===== config.mk =====
export PLATFORM = sky130hd
export DESIGN_NAME = memory_arbiter_flat
export DESIGN_NICKNAME = d
export VERILOG_FILES = /design/src/rtl/memory_arbiter_if.sv /design/src/rtl/memory_arbiter.sv /design/src/flat_wrapper.sv
export SDC_FILE = /design/constraint.sdc
export NUM_CORES = 1
export LEC_CHECK = 0
export CORE_AREA = 2 2 95 97
export DETAILED_ROUTE_END_ITERATION = 12
export DIE_AREA = 0 0 97 99
export GPL_TIMING_DRIVEN = 0
export PLACE_DENSITY_LB_ADDON = 0.3
export SLEW_MARGIN = 20
export SYNTH_ARGS = -nofsm -noshare
export SYNTH_HDL_FRONTEND = slang
export SYNTH_SLANG_ARGS = --single-unit

===== constraint.sdc =====
create_clock -name clk -period 2.5 [get_ports clk]
set_clock_uncertainty 0.05 [all_clocks]
set_input_delay 0.375 -clock clk [delete_from_list [all_inputs] [get_ports clk]]
set_output_delay 0.375 -clock clk [all_outputs]
set_load 0.05 [all_outputs]

===== src/rtl/memory_arbiter_if.sv =====
// memory_arbiter_if: requester and memory-side signals of memory_arbiter
//   fetch  : if_req, if_addr -> if_rdata, if_ack
//   data   : dm_req, dm_we, dm_addr, dm_wdata -> dm_rdata, dm_ack
//   loader : ld_req, ld_addr, ld_wdata -> ld_ack
//   memory : mem_en, mem_we, mem_addr, mem_wdata <- mem_rdata
//   status : grant (00 none, 01 fetch, 10 data, 11 loader), busy
//   slave modport = arbiter side, master modport = requesters/memory side
interface memory_arbiter_if #(
    parameter int DATA_WIDTH = 16,
    parameter int ADDR_WIDTH = 16
);
    logic                  if_req;
    logic [ADDR_WIDTH-1:0] if_addr;
    logic [DATA_WIDTH-1:0] if_rdata;
    logic                  if_ack;
    logic                  dm_req;
    logic                  dm_we;
    logic [ADDR_WIDTH-1:0] dm_addr;
    logic [DATA_WIDTH-1:0] dm_wdata;
    logic [DATA_WIDTH-1:0] dm_rdata;
    logic                  dm_ack;
    logic                  ld_req;
    logic [ADDR_WIDTH-1:0] ld_addr;
    logic [DATA_WIDTH-1:0] ld_wdata;
    logic                  ld_ack;
    logic                  mem_en;
    logic                  mem_we;
    logic [ADDR_WIDTH-1:0] mem_addr;
    logic [DATA_WIDTH-1:0] mem_wdata;
    logic [DATA_WIDTH-1:0] mem_rdata;
    logic [1:0]            grant;
    logic                  busy;

    modport slave (
        input  if_req, if_addr, dm_req, dm_we, dm_addr, dm_wdata,
               ld_req, ld_addr, ld_wdata, mem_rdata,
        output if_rdata, if_ack, dm_rdata, dm_ack, ld_ack,
               mem_en, mem_we, mem_addr, mem_wdata, grant, busy
    );

    modport master (
        output if_req, if_addr, dm_req, dm_we, dm_addr, dm_wdata,
               ld_req, ld_addr, ld_wdata, mem_rdata,
        input  if_rdata, if_ack, dm_rdata, dm_ack, ld_ack,
               mem_en, mem_we, mem_addr, mem_wdata, grant, busy
    );
endinterface


===== src/rtl/memory_arbiter.sv =====
// memory_arbiter: shares one single-port memory between fetch, data and loader requesters
//   clk   : system clock, rising edge
//   reset : asynchronous, active-low
//   bus   : memory_arbiter_if.slave carrying all requester, memory and status signals
//   MEM_LATENCY (1..7): cycles from the mem_en cycle to valid mem_rdata
module memory_arbiter #(
    parameter int DATA_WIDTH  = 16,
    parameter int ADDR_WIDTH  = 16,
    parameter int MEM_LATENCY = 1
) (
    input logic             clk,
    input logic             reset,
    memory_arbiter_if.slave bus
);
    typedef enum logic [1:0] {IDLE, ISSUE, WAIT, ACK} state_t;

    state_t     state;
    logic [2:0] cnt;
    logic       last_cpu;
    logic       pick_dm;

    // last_cpu: 1 = data was the last cpu-side grant, so fetch wins the next tie
    assign pick_dm = bus.dm_req && (!bus.if_req || !last_cpu);

    always_ff @(posedge clk or negedge reset) begin
        if (!reset) begin
            state         <= IDLE;
            cnt           <= 3'd0;
            last_cpu      <= 1'b0;
            bus.grant     <= 2'b00;
            bus.busy      <= 1'b0;
            bus.mem_en    <= 1'b0;
            bus.mem_we    <= 1'b0;
            bus.mem_addr  <= '0;
            bus.mem_wdata <= '0;
            bus.if_ack    <= 1'b0;
            bus.dm_ack    <= 1'b0;
            bus.ld_ack    <= 1'b0;
            bus.if_rdata  <= '0;
            bus.dm_rdata  <= '0;
        end else begin
            case (state)
                IDLE: if (bus.ld_req || bus.dm_req || bus.if_req) begin
                    state      <= ISSUE;
                    bus.busy   <= 1'b1;
                    bus.mem_en <= 1'b1;
                    if (bus.ld_req) begin
                        bus.grant     <= 2'b11;
                        bus.mem_addr  <= bus.ld_addr;
                        bus.mem_we    <= 1'b1;
                        bus.mem_wdata <= bus.ld_wdata;
                    end else if (pick_dm) begin
                        bus.grant     <= 2'b10;
                        bus.mem_addr  <= bus.dm_addr;
                        bus.mem_we    <= bus.dm_we;
                        bus.mem_wdata <= bus.dm_wdata;
                        last_cpu      <= 1'b1;
                    end else begin
                        // fetch carries no write data; latch zero
                        bus.grant     <= 2'b01;
                        bus.mem_addr  <= bus.if_addr;
                        bus.mem_we    <= 1'b0;
                        bus.mem_wdata <= '0;
                        last_cpu      <= 1'b0;
                    end
                end
                ISSUE: begin
                    bus.mem_en <= 1'b0;
                    cnt        <= MEM_LATENCY[2:0];
                    state      <= WAIT;
                end
                WAIT: begin
                    cnt <= cnt - 3'd1;
                    // mem_rdata is valid only in the last wait cycle
                    if (cnt == 3'd1) begin
                        state      <= ACK;
                        bus.if_ack <= bus.grant == 2'b01;
                        bus.dm_ack <= bus.grant == 2'b10;
                        bus.ld_ack <= bus.grant == 2'b11;
                        if (bus.grant == 2'b01)
                            bus.if_rdata <= bus.mem_rdata;
                        if (bus.grant == 2'b10 && !bus.mem_we)
                            bus.dm_rdata <= bus.mem_rdata;
                    end
                end
                ACK: begin
                    state      <= IDLE;
                    bus.grant  <= 2'b00;
                    bus.busy   <= 1'b0;
                    bus.if_ack <= 1'b0;
                    bus.dm_ack <= 1'b0;
                    bus.ld_ack <= 1'b0;
                end
                default: state <= IDLE;
            endcase
        end
    end
endmodule


===== src/flat_wrapper.sv =====
// flat-port wrapper written by rule: the top's interface ports become plain ports
module memory_arbiter_flat 
#(
    parameter int DATA_WIDTH  = 16,
    parameter int ADDR_WIDTH  = 16,
    parameter int MEM_LATENCY = 1
)
  (clk, reset, bus_if_req, bus_if_addr, bus_dm_req, bus_dm_we, bus_dm_addr, bus_dm_wdata, bus_ld_req, bus_ld_addr, bus_ld_wdata, bus_mem_rdata, bus_if_rdata, bus_if_ack, bus_dm_rdata, bus_dm_ack, bus_ld_ack, bus_mem_en, bus_mem_we, bus_mem_addr, bus_mem_wdata, bus_grant, bus_busy);
  memory_arbiter_if #(.DATA_WIDTH(DATA_WIDTH), .ADDR_WIDTH(ADDR_WIDTH)) bus_i ();
  input logic clk;
  input logic reset;
  input wire logic [$bits(bus_i.if_req)-1:0] bus_if_req;
  input wire logic [$bits(bus_i.if_addr)-1:0] bus_if_addr;
  input wire logic [$bits(bus_i.dm_req)-1:0] bus_dm_req;
  input wire logic [$bits(bus_i.dm_we)-1:0] bus_dm_we;
  input wire logic [$bits(bus_i.dm_addr)-1:0] bus_dm_addr;
  input wire logic [$bits(bus_i.dm_wdata)-1:0] bus_dm_wdata;
  input wire logic [$bits(bus_i.ld_req)-1:0] bus_ld_req;
  input wire logic [$bits(bus_i.ld_addr)-1:0] bus_ld_addr;
  input wire logic [$bits(bus_i.ld_wdata)-1:0] bus_ld_wdata;
  input wire logic [$bits(bus_i.mem_rdata)-1:0] bus_mem_rdata;
  output wire logic [$bits(bus_i.if_rdata)-1:0] bus_if_rdata;
  output wire logic [$bits(bus_i.if_ack)-1:0] bus_if_ack;
  output wire logic [$bits(bus_i.dm_rdata)-1:0] bus_dm_rdata;
  output wire logic [$bits(bus_i.dm_ack)-1:0] bus_dm_ack;
  output wire logic [$bits(bus_i.ld_ack)-1:0] bus_ld_ack;
  output wire logic [$bits(bus_i.mem_en)-1:0] bus_mem_en;
  output wire logic [$bits(bus_i.mem_we)-1:0] bus_mem_we;
  output wire logic [$bits(bus_i.mem_addr)-1:0] bus_mem_addr;
  output wire logic [$bits(bus_i.mem_wdata)-1:0] bus_mem_wdata;
  output wire logic [$bits(bus_i.grant)-1:0] bus_grant;
  output wire logic [$bits(bus_i.busy)-1:0] bus_busy;
  assign bus_i.if_req = bus_if_req;
  assign bus_i.if_addr = bus_if_addr;
  assign bus_i.dm_req = bus_dm_req;
  assign bus_i.dm_we = bus_dm_we;
  assign bus_i.dm_addr = bus_dm_addr;
  assign bus_i.dm_wdata = bus_dm_wdata;
  assign bus_i.ld_req = bus_ld_req;
  assign bus_i.ld_addr = bus_ld_addr;
  assign bus_i.ld_wdata = bus_ld_wdata;
  assign bus_i.mem_rdata = bus_mem_rdata;
  assign bus_if_rdata = bus_i.if_rdata;
  assign bus_if_ack = bus_i.if_ack;
  assign bus_dm_rdata = bus_i.dm_rdata;
  assign bus_dm_ack = bus_i.dm_ack;
  assign bus_ld_ack = bus_i.ld_ack;
  assign bus_mem_en = bus_i.mem_en;
  assign bus_mem_we = bus_i.mem_we;
  assign bus_mem_addr = bus_i.mem_addr;
  assign bus_mem_wdata = bus_i.mem_wdata;
  assign bus_grant = bus_i.grant;
  assign bus_busy = bus_i.busy;
  memory_arbiter #(.DATA_WIDTH(DATA_WIDTH), .ADDR_WIDTH(ADDR_WIDTH), .MEM_LATENCY(MEM_LATENCY)) u_core (.clk(clk), .reset(reset), .bus(bus_i));
endmodule

==> impl_metrics.tcl, run 1 <==
set metrics [dict create \
    ys_async_sr_fraction_pct 100 \
    ys_warn_count 0 \
    wl_um 10600 \
    ys_seq_area_share_pct 51.9 \
    hpwl_um 8040 \
    diodes 0 \
    die_w_um 97 \
    synth_edf_count 0 \
    crit_required_ns 2.08 \
    worstPathCellList "clkdlybuf4s50_1" \
    holdWs_ns 0.434 \
    period_share_pct 84.4 \
    finalSetupTns_ns 0 \
    grt_setup_unrepaired "false" \
    synth-seq-cells 78 \
    antenna_found_initial 0 \
    endpoint_kind "primary output" \
    antenna_left 0 \
    htreeDepth 3 \
    critPathSlowestCell "clkdlybuf4s50_1" \
    grt_max_degree 54 \
    first_pass_iters 4 \
    hold_path_class "input port to async pin" \
    totalPowerFinal_mw 8.66 \
    critPathMaxFanout 6 \
    critPathBufInv 1 \
    regArea_um2 1950 \
    finalSetupViolCount 0 \
    clock-root-buffer "clkbuf_8" \
    slowest_delay_ns 0.85 \
    worst_slack_ns 0.390 \
    final_cell_mix "172 x clkdlybuf4s50_1, 78 x dfrtp_1, 49 x a31oi_1, 34 x nand2_1, 34 x nor2_1" \
    coreArea_um2 8550 \
    clock_latency_ns 0.34 \
    multi_input_area_um2 1600 \
    numCtsBuffers 9 \
    fill_cells 661 \
    syn_inst 345 \
    grt_pass1_vias 3547 \
    crit_path_start_kind "flip-flop" \
    p_leak_nw 2.53 \
    via_per_inst 5.19 \
    maxCapViolations 0 \
    syn_area_per_cell_um2 10.9 \
    cts_tree "built" \
    synth_nets 455 \
    crit_arrival_ns 1.69 \
    globalRouteTotalUtil_pct 22.6 \
    slew_headroom_pct 63.2 \
    port_buffers 173 \
    post_cts_buffers 0 \
    final_common_cell "clkdlybuf4s50_1" \
    ys.flop_type "dfrtp_1" \
    gr-total-overflow 0 \
    hold_viol 0 \
    route.vias.total 3345 \
    fin_crit_ns 2.11 \
    area_growth_pct 57.4 \
    outcome "complete, no violations" \
    die_area_um2 9600 \
    ctsLongestPathBuffers 2 \
    fp.dieH_um 99 \
    power.density_nw_per_um2 1460 \
    grt_pass1_wl_um 17400 \
    dp_slack_ns 0.415 \
    critPathKind "flip-flop to primary output" \
    cts.sinks 78 \
    cts.repair.resized 0 \
    tightestPinTransition_ns 0.550 \
    drive_gt1_share_pct 14.6 \
    max_freq_mhz 474 \
    synthesis.area_um2 3760 \
    ios 174 \
    clk_pin_slew_ns 0.08 \
    crit_family "buffers and inverters" \
    drt_iter0_drc 120 \
    hold_buffers 1 \
    ys_types 36 \
    start_util_pct 44.0 \
    max-vdd-ir-drop_v 0.000618 \
    gp_congestion 0.806 \
    drv_slew 0 \
    rows 34 \
    wl_per_cell_um 16.4 \
    nets 641 \
    drcViolationCount 0 \
]
-- layout make-up --
| cell class | count | share of cell area, % |
|---|---|---|
| multi-input cells | 231 | 27.1 |
| repair buffers | 175 | 29.8 |
| clock inverters | 5 | 1.78 |
| inverters | 10 | 0.634 |
| clock buffers | 11 | 2.56 |
| plain buffers | 26 | 2.83 |
| flip-flops and latches | 78 | 33.0 |
| well taps | 108 | 2.28 |
-- through the flow --
| stage | instances | utilization, % | area [µm²] |
|---|---|---|---|
| 3_3_place_gp | 626 | 65.8 | 5630 |
| 4_1_cts | 644 | 69.2 | 5920 |
| 2_1_floorplan | 345 | - | 3760 |
| 6_report | 644 | 69.2 | 5920 |
| 3_5_place_dp | 627 | 66.1 | 5650 |
| 5_1_grt | 644 | 69.2 | 5920 |
-- final timing paths --
kind	start	endpoint	slack, ns	cells past startpoint
max in group asynchronous	reset	u_core.bus.dm_rdata[2]	1.39	3
min	reset	u_core.bus.if_rdata[10]	0.43	2
min in group clk	u_core.bus.if_rdata[9]	u_core.bus.if_rdata[9]	0.46	1
max	u_core.bus.grant[0]	bus_grant[0]	0.39	1
min reg2reg	u_core.bus.if_rdata[9]	u_core.bus.if_rdata[9]	0.46	1
max reg2reg	u_core.cnt[1]	u_core.bus.if_rdata[2]	0.60	7
-- logic make-up after synthesis --
logic type	count (synthesis)	share of synthesized area (%)
and+or+nand+nor	113	14.6
buffers and inverters	36	5.46
adders and majority gates	8	2.66
AOI/OAI and AO/OA	76	13.3
DFF	78	51.9
muxes	34	12.1
-- flip-flops by register name (all words and copies together), names as in the netlist --
register,flops
u_core.bus.busy,1
u_core.bus.dm_ack,1
u_core.bus.dm_rdata,16
u_core.bus.grant,2
u_core.bus.if_ack,1
u_core.bus.if_rdata,16
u_core.bus.ld_ack,1
u_core.bus.mem_addr,16
u_core.bus.mem_en,1
u_core.bus.mem_wdata,16
u_core.bus.mem_we,1
u_core.cnt,3
u_core.last_cpu,1
u_core.state,2
-- synth_stat cells (4+ instances only) --
cell type	instances	share of area (%)
buf_2	13	1.7
nor2_1	34	3.4
a31oi_1	49	8.2
nand3_1	33	4.4
mux2_2	13	3.9
o21ai_0	11	1.5
mux2_4	20	8.0
nand2_1	34	3.4
ha_1	8	2.7
inv_1	10	1.0
dfrtp_1	78	52
buf_6	4	1.2
clkbuf_1	6	0.60
-- worst register-to-register path: cells and delay by family (launching register included) --
kind	cells	cell delay [ns]
adders and majority gates	1	0.20
buffers and inverters	3	0.39
DFF	1	0.36
muxes	1	0.31
and+or+nand+nor	2	0.47
-- per-layer routing --
metal / up-vias / track usage (%) / part of all wire [%]
li1: 1600 / - / -
met1: 1587 / 27.0 / 41
met2: 147 / 39.0 / 49
met3: 11 / 6.67 / 8.3
met4: 0 / 7.80 / 1.5
met5: - / 0 / 0
-- where the power goes --
group	switching [mW]	internal (mW)	total (mW)
logic	3.24	1.96	5.21
clock network	0.471	0.718	1.19
registers	0.375	1.89	2.27
No activity file was read; power rests on OpenSTA's default activity.
==> run 2, diff against run 1 <==
Settings changed: CORE_AREA 2 2 95 97 to 2 2 98 100, DIE_AREA 0 0 97 99 to 0 0 100 102.
Clock period 2.5 ns to 2 ns, I/O delays scaled along.
==> impl_metrics.tcl, run 2 (same netlist as run 1, synthesis figures left out) <==
set metrics [dict create \
    final_cell_mix "171 x clkdlybuf4s50_1, 78 x dfrtp_1, 49 x a31oi_1, 34 x nand2_1, 34 x nor2_1" \
    ios 174 \
    diodes 0 \
    crit_family "buffers and inverters" \
    route.vias.total 3331 \
    via_per_inst 5.15 \
    p_leak_nw 2.51 \
    crit_arrival_ns 1.58 \
    drcViolationCount 0 \
    wl_per_cell_um 15.8 \
    drive_gt1_share_pct 14.2 \
    critPathKind "flip-flop to primary output" \
    dp_slack_ns 0.0169 \
    tightestPinTransition_ns 0.538 \
    gr-total-overflow 0 \
    ctsLongestPathBuffers 2 \
    power.density_nw_per_um2 1780 \
    area_growth_pct 55.7 \
    clock-root-buffer "clkbuf_8" \
    worstPathCellList "clkdlybuf4s50_1" \
    finalSetupTns_ns 0 \
    endpoint_kind "primary output" \
    clk_pin_slew_ns 0.09 \
    wl_um 10200 \
    max-vdd-ir-drop_v 0.000819 \
    final_cells 647 \
    maxCapViolations 0 \
    crit_required_ns 1.65 \
    slowest_delay_ns 0.85 \
    grt_setup_unrepaired "false" \
    grt_pass1_wl_um 16200 \
    grt_pass1_vias 3360 \
    holdWs_ns 0.378 \
    gp_congestion 0.854 \
    dpl.cell_count 630 \
    antenna_left 0 \
    start_util_pct 41.3 \
    critPathBufInv 1 \
    hpwl_um 7820 \
    max_freq_mhz 518 \
    drt_iter0_drc 103 \
    rows 35 \
    cts_tree "built" \
    htreeDepth 3 \
    fin_crit_ns 1.93 \
    globalRouteTotalUtil_pct 20.2 \
    hold_path_class "input port to async pin" \
    outcome "complete, no violations" \
    first_pass_iters 4 \
    coreArea_um2 9110 \
    crit_path_start_kind "flip-flop" \
    finalSetupViolCount 0 \
    port_buffers 173 \
    numCtsBuffers 9 \
    die_w_um 100 \
    post_cts_buffers 0 \
    critPathMaxFanout 3 \
    antenna_found_initial 0 \
    totalPowerFinal_mw 10.4 \
    slew_headroom_pct 64.0 \
    worst_slack_ns 0.0710 \
    die_area_um2 10200 \
    grt_max_degree 49 \
    fp.dieH_um 102 \
    hold_viol 0 \
    clock_latency_ns 0.35 \
    final_common_cell "clkdlybuf4s50_1" \
    cts.sinks 78 \
    critPathSlowestCell "clkdlybuf4s50_1" \
    nets 641 \
    drv_slew 0 \
    period_share_pct 96.4 \
]
## run 2: cell count changes in the layout (fill, tap and decap cells not counted)
cell,previous run,this run
clkbuf_1,6,8
clkinvlp_4,2,1
clkinv_4,0,2
clkdlybuf4s50_1,172,171
clkbuf_8,11,9
clkinv_2,0,1
dlygate4sd2_1,0,1
bufinv_16,3,1
## run 2: cell type report
| type | instances | area, µm² |
|---|---|---|
| sequential | 78 | 1950 |
| clock buffer | 11 | 131 |
| fill | 778 | 3250 |
| multi-input combinational | 231 | 1600 |
| inverter | 10 | 37.5 |
| clock inverter | 5 | 60.1 |
| buffer | 26 | 168 |
| timing repair buffer | 175 | 1770 |
| tap | 111 | 139 |
## run 2: routing by layer
metal / routed length [µm] / vias up / part of all wire, % / track usage, %
met5: 0 / - / 0 / 0
met4: 145 / 0 / 1.4 / 6.22
met3: 876 / 12 / 8.6 / 6.84
met2: 4850 / 146 / 48 / 34.2
met1: 4320 / 1575 / 42 / 24.5
li1: - / 1598 / - / -
## run 2: timing repair
action | CTS | global route
hold buffers | 1 | 0
hold endpoints to repair | 30 | 0
resized for setup | 1 | 0
setup endpoints to repair | 1 | 0
## run 2: final timing paths
check	start	to	slack [ns]	cells past startpoint
max in group asynchronous	reset	u_core.bus.mem_wdata[9]	0.93	3
worst max-delay path	u_core.bus.mem_we	bus_mem_we	0.07	1
worst max register to register	u_core.state[0]	u_core.bus.dm_rdata[13]	0.12	6
worst min register to register	u_core.bus.dm_rdata[2]	u_core.bus.dm_rdata[2]	0.46	1
worst min-delay path	reset	u_core.bus.mem_en	0.38	2
min in group clk	bus_ld_addr[9]	u_core.bus.mem_addr[9]	0.46	3
## run 2: where the power goes
part	leakage, nW	internal [mW]	switching, mW
logic	1.49	2.44	4.01
clock network	0.0935	0.580	0.581
registers	0.919	2.36	0.459
total	2.51	5.39	5.05
## run 2: through the flow
step | cell area [µm²] | util, %
floorplan | 3760 | -
global placement | 5630 | 61.8
detailed placement | 5660 | 62.1
CTS | 5860 | 64.3
global route | 5860 | 64.3
finish | 5860 | 64.3
==> run 3, diff against run 2 <==
Settings changed: CORE_AREA 2 2 98 100 to 2 2 97 99, CTS_BUF_LIST set to sky130_fd_sc_hd__clkbuf_2 sky130_fd_sc_hd__clkbuf_4 sky130_fd_sc_hd__clkbuf_8, DIE_AREA 0 0 100 102 to 0 0 99 101.
==> impl_metrics.tcl, run 3 (same netlist as run 1, synthesis figures left out) <==
set metrics [dict create \
    outcome "complete, no violations" \
    critPathSlowestCell "clkdlybuf4s50_1" \
    area_growth_pct 55.2 \
    power.density_nw_per_um2 1780 \
    gr-total-overflow 0 \
    coreArea_um2 8980 \
    crit_path_start_kind "flip-flop" \
    final_cell_mix "170 x clkdlybuf4s50_1, 78 x dfrtp_1, 49 x a31oi_1, 34 x nand2_1, 34 x nor2_1" \
    cts_tree "built" \
    antenna_found_initial 0 \
    fill_cells 718 \
    max_freq_mhz 521 \
    die_area_um2 10000 \
    htreeDepth 3 \
    holdWs_ns 0.415 \
    r2r_setup_slack_ns 0.13 \
    gp_congestion 0.817 \
    hold_path_class "input port to async pin" \
    slew_headroom_pct 63.4 \
    tightestPinTransition_ns 0.547 \
    multi_input_area_um2 1600 \
    dpl.cell_count 630 \
    first_pass_iters 4 \
    finalSetupViolCount 0 \
    fin_util_pct 65.0 \
    numCtsBuffers 9 \
    rows 35 \
    start_util_pct 41.9 \
    critPathBufInv 1 \
    regArea_um2 1950 \
    fin_area_um2 5840 \
    drt_iter0_drc 135 \
    reg2reg_from "u_core.cnt[1]" \
    globalRouteTotalUtil_pct 20.8 \
    wl_um 10400 \
    startpoint "u_core.bus.mem_we" \
    finalSetupTns_ns 0 \
    drcViolationCount 0 \
    grt_max_degree 41 \
    cts.sinks 78 \
    fin_crit_ns 1.92 \
    antenna_left 0 \
    nets 641 \
    cp-endpoint "bus_mem_we" \
    crit_arrival_ns 1.57 \
    period_share_pct 95.9 \
    hpwl_um 7890 \
    ios 174 \
    clock-root-buffer "clkbuf_8" \
    grt_pass1_vias 3327 \
    max-vdd-ir-drop_v 0.000830 \
    endpoint_kind "primary output" \
    critPathKind "flip-flop to primary output" \
    maxCapViolations 0 \
    critPathMaxFanout 3 \
    die_w_um 99 \
    fp.dieH_um 101 \
    drv_slew 0 \
    final_common_cell "clkdlybuf4s50_1" \
    r2r_cells 7 \
    hold_viol 0 \
    worstReg2RegEnd "u_core.bus.if_rdata[4]" \
    wl_per_cell_um 16.1 \
    crit_family "buffers and inverters" \
    worstPathCellList "clkdlybuf4s50_1" \
    p_leak_nw 2.51 \
    dpl_cell_area_um2 5650 \
    final_cells 647 \
    diodes 0 \
    drive_gt1_share_pct 14.6 \
    grt_pass1_wl_um 16400 \
    clock_latency_ns 0.34 \
    crit_required_ns 1.65 \
    ctsLongestPathBuffers 2 \
    path_depth 1 \
    grt_setup_unrepaired "false" \
    route.vias.total 3366 \
    port_buffers 173 \
    clk_pin_slew_ns 0.08 \
    slowest_delay_ns 0.84 \
    via_per_inst 5.20 \
    post_cts_buffers 0 \
]
## run 3: changes by cell type in the layout (fill, tap and decap cells not counted), sizes merged
| cell | delta |
|---|---|
| clkdlybuf4s50 | -1 |
| dlymetal6s2s | +1 |
| clkinvlp | +2 |
| clkbuf | -1 |
| bufinv | -1 |
## run 3: what timing repair did
item / CTS / global route
resized for setup: 1 / 1
setup endpoints to repair: 1 / 1
endpoints found under the hold margin: 38 / 0
hold buffers: 1 / 0
## run 3: report_power, final
group          switching, mW  internal [mW]  total (mW)
sequential             0.479           2.36        2.84
clock                  0.585          0.478        1.06
combinational           4.03           2.44        6.47
## run 3: cell type report
class	instances	area share, %
tap	111	2.38
sequential	78	33.4
clock inverter	6	0.643
buffer	26	2.87
multi-input combinational	231	27.5
clock buffer	10	2.36
timing repair buffer	175	30.2
inverter	10	0.643
## run 3: worst reg2reg max path, stage by stage (launching register included)
cell and delay (ns):
dfrtp_1 0.36, inv_1 0.09, ha_1 0.17, nor2b_4 0.22, and4_4 0.25, buf_6 0.14, buf_12 0.16, mux2_4 0.31
## run 3: how the worst min path moves through the flow
| stage | startpoint | end | slack [ns] | cells after the start |
|---|---|---|---|---|
| 6_report | reset | u_core.bus.dm_rdata[8] | 0.41 | 2 |
| 5_1_grt | reset | u_core.bus.dm_rdata[8] | 0.44 | 2 |
| 4_1_cts | reset | u_core.bus.dm_rdata[8] | 0.43 | 2 |
| 3_5_place_dp | reset | u_core.bus.dm_rdata[8] | 0.26 | 1 |
| 3_3_place_gp | u_core.bus.dm_rdata[1] | u_core.bus.dm_rdata[1] | 0.44 | 1 |
| 2_1_floorplan | reset | u_core.bus.busy | -0.05 | 0 |
## run 3: stage by stage
stage / total power, mW / setup WS (ns)
2_1_floorplan: 7.15 / 0.253
3_3_place_gp: 9.23 / -2.15
3_5_place_dp: 9.37 / 0.00920
4_1_cts: 10.5 / 0.00856
5_1_grt: 10.9 / 0.00482
6_report: 10.4 / 0.0815
## run 3: routing by layer
| layer | part of all wire (%) | global-route usage (%) |
|---|---|---|
| met5 | 0 | 0 |
| met2 | 47 | 34.5 |
| met3 | 9.5 | 7.35 |
| met4 | 1.4 | 6.32 |
| met1 | 42 | 25.6 |
